==> config.mk <==
export PLATFORM = sky130hd
export DESIGN_NAME = button_hit_judge
export DESIGN_NICKNAME = d
export VERILOG_FILES = /design/src/rtl/button_hit_judge.sv
export SDC_FILE = /design/constraint.sdc
export NUM_CORES = 1
export LEC_CHECK = 0
export CELL_PAD_IN_SITES_DETAIL_PLACEMENT = 1
export CELL_PAD_IN_SITES_GLOBAL_PLACEMENT = 2
export CORE_MARGIN = 2
export CORE_UTILIZATION = 42
export DETAILED_ROUTE_END_ITERATION = 6
export GPL_TIMING_DRIVEN = 0
export PLACE_DENSITY = 0.95
export SYNTH_ARGS = -nofsm -noshare
export SYNTH_HDL_FRONTEND = slang
export SYNTH_SLANG_ARGS = --single-unit
export TNS_END_PERCENT = 20
==> constraint.sdc <==
create_clock -name clk -period 8.6 [get_ports clk]
set_input_delay 1.72 -clock clk [delete_from_list [all_inputs] [get_ports clk]]
set_output_delay 1.72 -clock clk [all_outputs]
set_load 0.03 [all_outputs]
==> src/rtl/button_hit_judge.sv <==
// Synchronises, debounces and edge-detects four mole buttons, then judges each press
// once per round against the latched mole pattern, emitting one-cycle hit/miss pulses.
module button_hit_judge #(
   parameter int DEBOUNCE_CYCLES = 200000,
   parameter int CNT_W           = 18
) (
   input  logic       clk,
   input  logic       reset,
   input  logic [3:0] button,
   input  logic [3:0] mole_in,
   input  logic       round_tick,
   input  logic       game_en,
   output logic [3:0] btn_level,
   output logic [3:0] hit,
   output logic [3:0] miss,
   output logic [3:0] mole_q
);

   localparam logic [CNT_W-1:0] CNT_MAX = CNT_W'(DEBOUNCE_CYCLES - 1);

   logic [3:0]       sync1_q, sync1_d;
   logic [3:0]       sync2_q, sync2_d;
   logic [3:0]       level_q, level_d;
   logic [CNT_W-1:0] cnt_q [4];
   logic [CNT_W-1:0] cnt_d [4];
   logic [3:0]       press_q, press_d;
   logic [3:0]       lock_q, lock_d;
   logic [3:0]       hit_q, hit_d;
   logic [3:0]       miss_q, miss_d;
   logic [3:0]       round_mole_q, round_mole_d;

   logic [3:0]       lock_eff;
   logic [3:0]       mole_eff;
   logic [3:0]       judge;

   always_comb begin
      sync1_d = button;
      sync2_d = sync1_q;
      level_d = level_q;
      cnt_d   = cnt_q;
      for (int i = 0; i < 4; i++) begin
         if (sync2_q[i] == level_q[i]) begin
            cnt_d[i] = '0;
         end else if (cnt_q[i] == CNT_MAX) begin
            level_d[i] = ~level_q[i];
            cnt_d[i]   = '0;
         end else begin
            cnt_d[i] = cnt_q[i] + CNT_W'(1);
         end
      end
      // Pulse on the edge where the debounced level rises, so the judge sees it next cycle.
      press_d = level_d & ~level_q;
   end

   always_comb begin
      // A round_tick in the same cycle opens the new round before the press is judged.
      lock_eff     = round_tick ? 4'b0000 : lock_q;
      mole_eff     = round_tick ? mole_in : round_mole_q;
      round_mole_d = mole_eff;
      judge        = press_q & {4{game_en}} & ~lock_eff;
      hit_d        = judge & mole_eff;
      miss_d       = judge & ~mole_eff;
      lock_d       = lock_eff | judge;
   end

   always_ff @(posedge clk or posedge reset) begin
      if (reset) begin
         sync1_q      <= '0;
         sync2_q      <= '0;
         level_q      <= '0;
         for (int i = 0; i < 4; i++) cnt_q[i] <= '0;
         press_q      <= '0;
         lock_q       <= '0;
         hit_q        <= '0;
         miss_q       <= '0;
         round_mole_q <= '0;
      end else begin
         sync1_q      <= sync1_d;
         sync2_q      <= sync2_d;
         level_q      <= level_d;
         for (int i = 0; i < 4; i++) cnt_q[i] <= cnt_d[i];
         press_q      <= press_d;
         lock_q       <= lock_d;
         hit_q        <= hit_d;
         miss_q       <= miss_d;
         round_mole_q <= round_mole_d;
      end
   end

   assign btn_level = level_q;
   assign hit       = hit_q;
   assign miss      = miss_q;
   assign mole_q    = round_mole_q;

endmodule

==> results of run 1 <==
==> sequential cells by signal (all words and copies together) (netlist names) <==
register and count:
miss 4, press_q 4, sync1_q 4, mole_q 4
hit 4, btn_level 4, lock_q 4, sync2_q 4
cnt_q 72
==> cell usage after synthesis, types with 4 or more instances <==
cell        n
ha_1        4
nand3_1    27
nand2_1    27
mux2_2      8
nor2_1     77
nor2b_1     4
and4_1      4
nor4_1     19
a21oi_1     5
clkbuf_1    5
xor2_1     20
inv_1      12
nand4_1    25
dfrtp_1   104
nand2b_1    4
xnor2_1    41
nor4bb_1    5
or3_1       4
nor3_1     12
==> metrics by stage <==
| step | utilization, % | instance area (um^2) |
|---|---|---|
| final | 49.25 | 5363 |
| after global routing | 49.25 | 5363 |
| after CTS | 49.25 | 5363 |
| after detailed placement | 47.47 | 5169 |
| after global placement | 47.20 | 5139 |
| after floorplan | - | 4713 |
==> worst max path at each step <==
stage / start / to / cells after the start
2_1_floorplan: reset / btn_level[0] / 1
3_3_place_gp: reset / cnt_q[48] / 2
3_5_place_dp: reset / cnt_q[48] / 3
4_1_cts: btn_level[0] / btn_level[0] / 1
5_1_grt: btn_level[0] / btn_level[0] / 1
6_report: btn_level[0] / btn_level[0] / 1
==> area by class of cell <==
| type | count | area, um^2 | area share, % |
|---|---|---|---|
| Multi-Input combinational cell | 321 | 2006 | 37.40 |
| Timing Repair Buffer | 26 | 277.8 | 5.180 |
| Inverter | 12 | 47.55 | 0.8866 |
| Buffer | 11 | 60.06 | 1.120 |
| Tap cell | 140 | 175.2 | 3.266 |
| Clock buffer | 9 | 123.9 | 2.310 |
| Sequential cell | 104 | 2603 | 48.53 |
| Clock inverter | 7 | 70.07 | 1.307 |
==> where the power goes <==
group	total, W	internal [W]	switching [W]	leakage [nW]
clock	0.000308	0.000135	0.000173	0.0994
combinational	0.0000468	0.0000181	0.0000287	0.651
sequential	0.000504	0.000497	0.00000746	1.42
total	0.000859	0.000650	0.000210	2.17
==> cells by family (layout without fill, tap and decap cells) <==
logic type                 Yosys count  count (layout)  share of synthesized area (%)
AOI/OAI and AO/OA                   17              17                          2.283
xor gates and xnor gates            61              61                          11.34
adders and majority gates            4               4                          1.062
buffers and inverters               23              65                          2.230
DFF                                104             104                          55.22
muxes                                9               9                          2.124
and+or+nand+nor                    230             230                          25.75
==> metal layers <==
metal	vias to the layer above	global-route usage, %
li1	1626	-
met1	1720	24.01
met2	48	29.49
met3	17	2.549
met4	0	8.499
met5	-	0
==> impl_metrics.ini, run 1 <==
[status]
status = complete, no violations

[timing]
skew_ns = 0.01083
drv_slew = 0
finalCritPeriodShare_pct = 37.54
min_period_ns = 3.228
finalSetupViolCount = 0
hold-worst-slack_ns = 0.3534
fmax_mhz = 309.8
setup_ws_ns = 5.372
worstMarginPinSlew_ns = 0.6357
rsz0062_at_grt = false
relSlewSlack_pct = 57.33
hold_viol_final = 0
fin_tns_setup_ns = 0

[setup_path]
crit_family = buffers and inverters
arrival_ns = 1.51
crit_path_start_kind = flip-flop
crit_buf_inv = 1
cp_slowest_cell = clkdlybuf4s50_1
worst-path-max-fanout = 4
critPathRequiredTime_ns = 6.88
timing.rr.end = cnt_q[15]
regToRegStartpoint = cnt_q[6]
reg2regPathDepth = 6
path_class = reg2out
cp_cell_sequence = clkdlybuf4s50_1
ff2ff_setup_slack_ns = 6.28
crit_path_end_kind = output pin
max_stage_delay_ns = 0.70

[routing]
drc = 0
wl_per_cell_um = 15.71
wirelength_mm = 9.897
first_iter_violations = 76
route.met3.wl_um = 247
via_per_inst = 5.414
met2WireLength_mm = 4.830
vias = 3411
ant_nets = 0
wl_met1_mm = 4.604
firstDrtPassIters = 4
top_layer = met4

[grt]
grt_overflow_total = 0
grtUsageTotal_pct = 18.17
grt_pass1_vias = 3575
antenna_found_initial = 0
grt_max_degree = 70
grt_pass1_wl_mm = 17.06

[cts]
h-tree-depth = 3
cts-root-buf = clkbuf_8
post_cts_buffers = 0
cts.clk_slew.worst_paths_ns = 0.10
cts_tree = yes
clkLatencyLatePin_ns = 0.37
cts_resized = 0
clkSinkCount = 104
cts-buffers-inserted = 9
clock_path_buffers = 2
ctsHoldBuffers = 0

[yosys]
yosysSeqAreaShare_pct = 55.22
synth_top_area_cell = dfrtp_1
yosysTopAreaCellShare_pct = 55.22
avgSynthCellArea_um2 = 10.52
synth_top_flop_cell = dfrtp_1
ys_types = 44
synth_area_leaders = dfrtp_1, xnor2_1, nor2_1, xor2_1, nand4_1
yosys_warnings = 0
ys_seq_elements = 104
async_flop_share_pct = 100.0
synth_cells = 448
synth_edf_count = 0
synth.cell_area_um2 = 4713
syn-num-nets = 464

[flow_run]
cap_violations = 0

[hold_path]
hold_depth = 0
hold_end = sync2_q[2]
min_from = sync1_q[2]
min-delay-path-class = reg2reg

[pwr]
total_power_w = 0.0008593
p_leak_nw = 2.166
ir_drop_v = 0.00006553
cellPowerDensity_nw_per_um2 = 160.2

[place]
dp.cells = 614
place_hpwl_mm = 6.979
post-place-ws_ns = 5.729
port_buffers = 25
place.gp.congestion = 0.8514

[cells_and_area]
drive_gt1_share_pct = 8.776
final_cell_mix = dfrtp_1, nor2_1, xnor2_1
antenna_cells = 0
finalNonFillerCells = 630
fill_cells = 1221
finalNetCount = 501
layout_commonest_cell = dfrtp_1
area_growth_pct = 13.78

[die]
start_util_pct = 43.29
die_area_um2 = 12090
die_h_um = 109.9
ios = 28
die_w_um = 109.9
rows = 38
core_area_um2 = 10890
No activity file was read; power rests on OpenSTA's default activity.
==> run 2: changes to the inputs <==
CORE_UTILIZATION = 35   (was 42)
PLACE_DENSITY = 0.86   (was 0.95)
clock period = 2.75 ns   (was 8.6 ns; I/O delays follow)
==> run 2 against run 1 <==
  * Routed wire length is 3.8% higher
  * Clock skew shrank 0.0016 ns
  * First-iteration DRC count up 120%
  * Clock power increased to 5.1 times the previous value
  * Via count is 0.26% lower
  * Critical path depth is 5 higher
  * Die area is 19% higher
  * Critical endpoint is now cnt_q[12]
==> impl_metrics.ini, run 2 (synthesis gave the netlist of run 1 again) <==
[cts]
post_cts_buffers = 0
cts-root-buf = clkbuf_16
cts.clk_slew.worst_paths_ns = 0.07
h-tree-depth = 3
cts_resized = 0
clock_path_buffers = 2
cts_tree = yes
ctsHoldBuffers = 0
cts-buffers-inserted = 9
clkSinkCount = 104
clkLatencyLatePin_ns = 0.35

[setup_path]
timing.rr.end = cnt_q[12]
arrival_ns = 2.44
reg2regPathDepth = 6
critPathRequiredTime_ns = 2.98
regToRegStartpoint = cnt_q[6]
path_class = reg2reg
worst-path-max-fanout = 10
max_stage_delay_ns = 0.53
ff2ff_setup_slack_ns = 0.55
crit_path_end_kind = flip-flop
crit_path_start_kind = flip-flop
crit_family = simple AND/OR/NAND/NOR gates
crit_buf_inv = 2
cp_slowest_cell = o21ai_1
cp_cell_sequence = clkbuf_1 -> nor4bb_1 -> nand4_1 -> o21ai_1 -> buf_2 -> nor2_1

[routing]
drc = 0
wirelength_mm = 10.27
firstDrtPassIters = 4
ant_nets = 0
via_per_inst = 5.108
first_iter_violations = 165
wl_per_cell_um = 15.42
vias = 3402

[die]
die_area_um2 = 14410
start_util_pct = 35.73
die_w_um = 120.0
ios = 28
die_h_um = 120.0
core_area_um2 = 13190
rows = 42

[cells_and_area]
largest-register = cnt_q
largest_register_ffs = 72
finalNetCount = 502
antenna_cells = 0
final_cell_mix = dfrtp_1, nor2_1, xnor2_1
fill_cells = 1488
area_growth_pct = 18.72
drive_gt1_share_pct = 8.776
multiInputGateArea_um2 = 2006
seq_area_um2 = 2603
layout_commonest_cell = dfrtp_1

[grt]
grt_max_degree = 40
grt_pass1_wl_mm = 17.62
grtUsageTotal_pct = 15.28
grt_pass1_vias = 3655
grt_overflow_total = 0
antenna_found_initial = 0

[timing]
relSlewSlack_pct = 41.81
rsz0062_at_grt = false
drv_slew = 0
min_period_ns = 2.202
finalSetupViolCount = 0
setup_ws_ns = 0.5480
hold-worst-slack_ns = 0.3506
hold_viol_final = 0
worstMarginPinSlew_ns = 0.8711
skew_ns = 0.009227
fmax_mhz = 454.1
finalCritPeriodShare_pct = 80.07

[status]
status = complete, no violations

[hold_path]
hold_depth = 0
min_from = sync1_q[3]
hold_end = sync2_q[3]
min-delay-path-class = reg2reg

[pwr]
p_leak_nw = 2.247
cellPowerDensity_nw_per_um2 = 589.6
ir_drop_v = 0.0003153

[place]
post-place-ws_ns = 0.5675
port_buffers = 25
place.gp.congestion = 0.7833
place_hpwl_mm = 7.148

[flow_run]
cap_violations = 0
==> run 2: worst max path at each step <==
stage	startpoint	end	slack, ns	cells past startpoint
floorplan	cnt_q[68]	cnt_q[62]	0.93	6
global placement	reset	cnt_q[46]	-0.09	2
detailed placement	cnt_q[6]	cnt_q[12]	0.57	6
CTS	cnt_q[6]	cnt_q[12]	0.51	6
global route	cnt_q[6]	cnt_q[12]	0.29	6
finish	cnt_q[6]	cnt_q[12]	0.55	6
==> run 2: layout make-up <==
type	instances	share of cell area, %
sequential	104	46.51
multi-input combinational	321	35.85
timing repair buffer	27	5.188
clock buffer	10	4.271
tap	176	3.936
clock inverter	5	2.303
buffer	11	1.073
inverter	12	0.8721
==> run 2: per-layer routing <==
layer / vias up / share of wire [%] / track usage (%)
met4: 0 / 2.1 / 6.250
met2: 46 / 49 / 25.82
met3: 16 / 2.4 / 2.234
met5: - / 0 / 0
li1: 1630 / - / -
met1: 1710 / 46 / 19.66
==> run 2: report_power, final <==
part | internal, W | switching, W
clock network | 0.00100 | 0.000569
logic | 0.0000582 | 0.0000908
registers | 0.00155 | 0.0000230
==> run 2: stage by stage <==
stage                     instance area (um^2)  instances  total power, W  utilization [%]  setup TNS (ns)
after floorplan                           4717        448        0.001696                -               0
after detailed placement                  5228        651        0.001762            39.63               0
after global placement                    5187        649        0.001747            39.33          -9.063
final                                     5595        666        0.003299            42.42               0
after global routing                      5595        666        0.003416            42.42               0
after CTS                                 5595        666        0.003347            42.42               0
==> run 3: changes to the inputs <==
CORE_UTILIZATION = 39   (was 35)
PLACE_DENSITY = 0.9   (was 0.86)
clock period = 2.1 ns   (was 2.75 ns; I/O delays follow)
==> run 3 against run 2 <==
  * Combinational power grew 31%
  * Count of clock-buffer cells in the layout shrank 1
  * Critical path depth is the same
  * Critical path type unchanged
  * Worst setup slack lost 0.43 ns
  * Cell area shrank 1.2%
==> impl_metrics.ini, run 3 (synthesis gave the netlist of run 1 again) <==
[status]
status = complete, no violations

[flow_run]
cap_violations = 0

[pwr]
ir_drop_v = 0.0003744
p_leak_nw = 2.214
cellPowerDensity_nw_per_um2 = 716.8
total_power_w = 0.003963

[setup_path]
crit_path_end_kind = flip-flop
critPathRequiredTime_ns = 2.34
cp_cell_sequence = or4b_1 -> nor4_4 -> a31o_2 -> buf_6 -> buf_4 -> nor2_1
path_class = reg2reg
reg2regPathDepth = 6
ff2ff_setup_slack_ns = 0.12
max_stage_delay_ns = 0.60
cp_slowest_cell = or4b_1
timing.rr.end = cnt_q[63]
worst-path-max-fanout = 10
crit_path_start_kind = flip-flop
regToRegStartpoint = cnt_q[68]
arrival_ns = 2.22

[place]
place.gp.congestion = 0.8342
post-place-ws_ns = -0.09168
dp.cells = 622
dpl_cell_area_um2 = 5191
port_buffers = 25
place_hpwl_mm = 6.980

[die]
start_util_pct = 39.57
die_area_um2 = 12980
ios = 28
core_area_um2 = 11910
die_w_um = 113.9
rows = 40
die_h_um = 113.9

[timing]
setup_ws_ns = 0.1204
finalCritPeriodShare_pct = 94.27
rsz0062_at_grt = true
hold-worst-slack_ns = 0.3356
finalSetupViolCount = 0
drv_slew = 0
relSlewSlack_pct = 46.18
skew_ns = 0.007170
min_period_ns = 1.980
worstMarginPinSlew_ns = 0.8056
hold_viol_final = 0
fmax_mhz = 505.1

[routing]
drc = 0
met2WireLength_mm = 4.870
wl_per_cell_um = 15.44
wl_met1_mm = 4.575
via_per_inst = 5.305
first_iter_violations = 124
top_layer = met4
vias = 3379
route.met3.wl_um = 244
firstDrtPassIters = 4
wirelength_mm = 9.833
ant_nets = 0

[hold_path]
hold_depth = 3
min-delay-path-class = in2reg
hold_end = lock_q[2]
min_from = game_en

[cts]
cts-root-buf = clkbuf_16
cts.clk_slew.worst_paths_ns = 0.07
clkSinkCount = 104
cts-buffers-inserted = 9
h-tree-depth = 3
post_cts_buffers = 0
ctsHoldBuffers = 0
cts_tree = yes
clock_path_buffers = 2
clkLatencyLatePin_ns = 0.34

[cells_and_area]
largest-register = cnt_q
area_growth_pct = 17.31
finalNonFillerCells = 637
fill_cells = 1341
drive_gt1_share_pct = 9.796
multiInputGateArea_um2 = 2042
antenna_cells = 0
final_cell_mix = dfrtp_1, nor2_1, xnor2_1
finalInstanceArea_um2 = 5529
seq_area_um2 = 2603
finalNetCount = 501
largest_register_ffs = 72
layout_commonest_cell = dfrtp_1

[grt]
grt_max_degree = 38
grt_overflow_total = 0
antenna_found_initial = 0
grtUsageTotal_pct = 16.47
grt_pass1_wl_mm = 17.24
grt_pass1_vias = 3653
## run 3: cell type report
class | count | area share (%)
Clock inverter | 7 | 1.448
Buffer | 10 | 1.018
Multi-Input combinational cell | 321 | 36.93
Sequential cell | 104 | 47.07
Tap cell | 147 | 3.327
Timing Repair Buffer | 27 | 5.250
Clock buffer | 9 | 4.073
Inverter | 12 | 0.8826
## run 3: layer usage
| layer | vias up | track usage (%) |
|---|---|---|
| li1 | 1625 | - |
| met1 | 1706 | 21.28 |
| met2 | 37 | 27.90 |
| met3 | 11 | 3.241 |
| met4 | 0 | 5.366 |
| met5 | - | 0 |
## run 3: per-stage QoR
step           util, %  setup TNS [ns]
3_5_place_dp     43.58          -1.449
5_1_grt          46.42       -0.004834
4_1_cts          46.31               0
6_report         46.42               0
3_3_place_gp     43.25          -63.70
2_1_floorplan        -               0
## run 3: how the worst max path moves through the flow
stage | from | end | slack, ns
global placement | reset | cnt_q[51] | -0.61
finish | cnt_q[68] | cnt_q[63] | 0.12
detailed placement | cnt_q[6] | cnt_q[16] | -0.09
CTS | cnt_q[24] | cnt_q[27] | 0.02
floorplan | cnt_q[68] | cnt_q[70] | 0.28
global route | cnt_q[6] | cnt_q[11] | -0.005
## run 3: worst max-delay path: cells and delay by family, from the launching register on
family | cells | cell delay [ns]
buffers and inverters | 2 | 0.32
and+or+nand+nor | 3 | 0.91
AOI/OAI and AO/OA | 1 | 0.20
DFF | 1 | 0.44
## run 3: what timing repair did
item	in CTS	in global routing
gates resized for setup	4	2
endpoints found under the hold margin	0	0
endpoints found under the setup margin	31	28
## run 3: power by group
part | internal [W] | leakage, nW | switching (W) | total, W
Sequential | 0.00204 | 1.42 | 0.0000295 | 0.00207
Clock | 0.000937 | 0.143 | 0.000767 | 0.00170
Combinational | 0.0000767 | 0.656 | 0.000118 | 0.000195
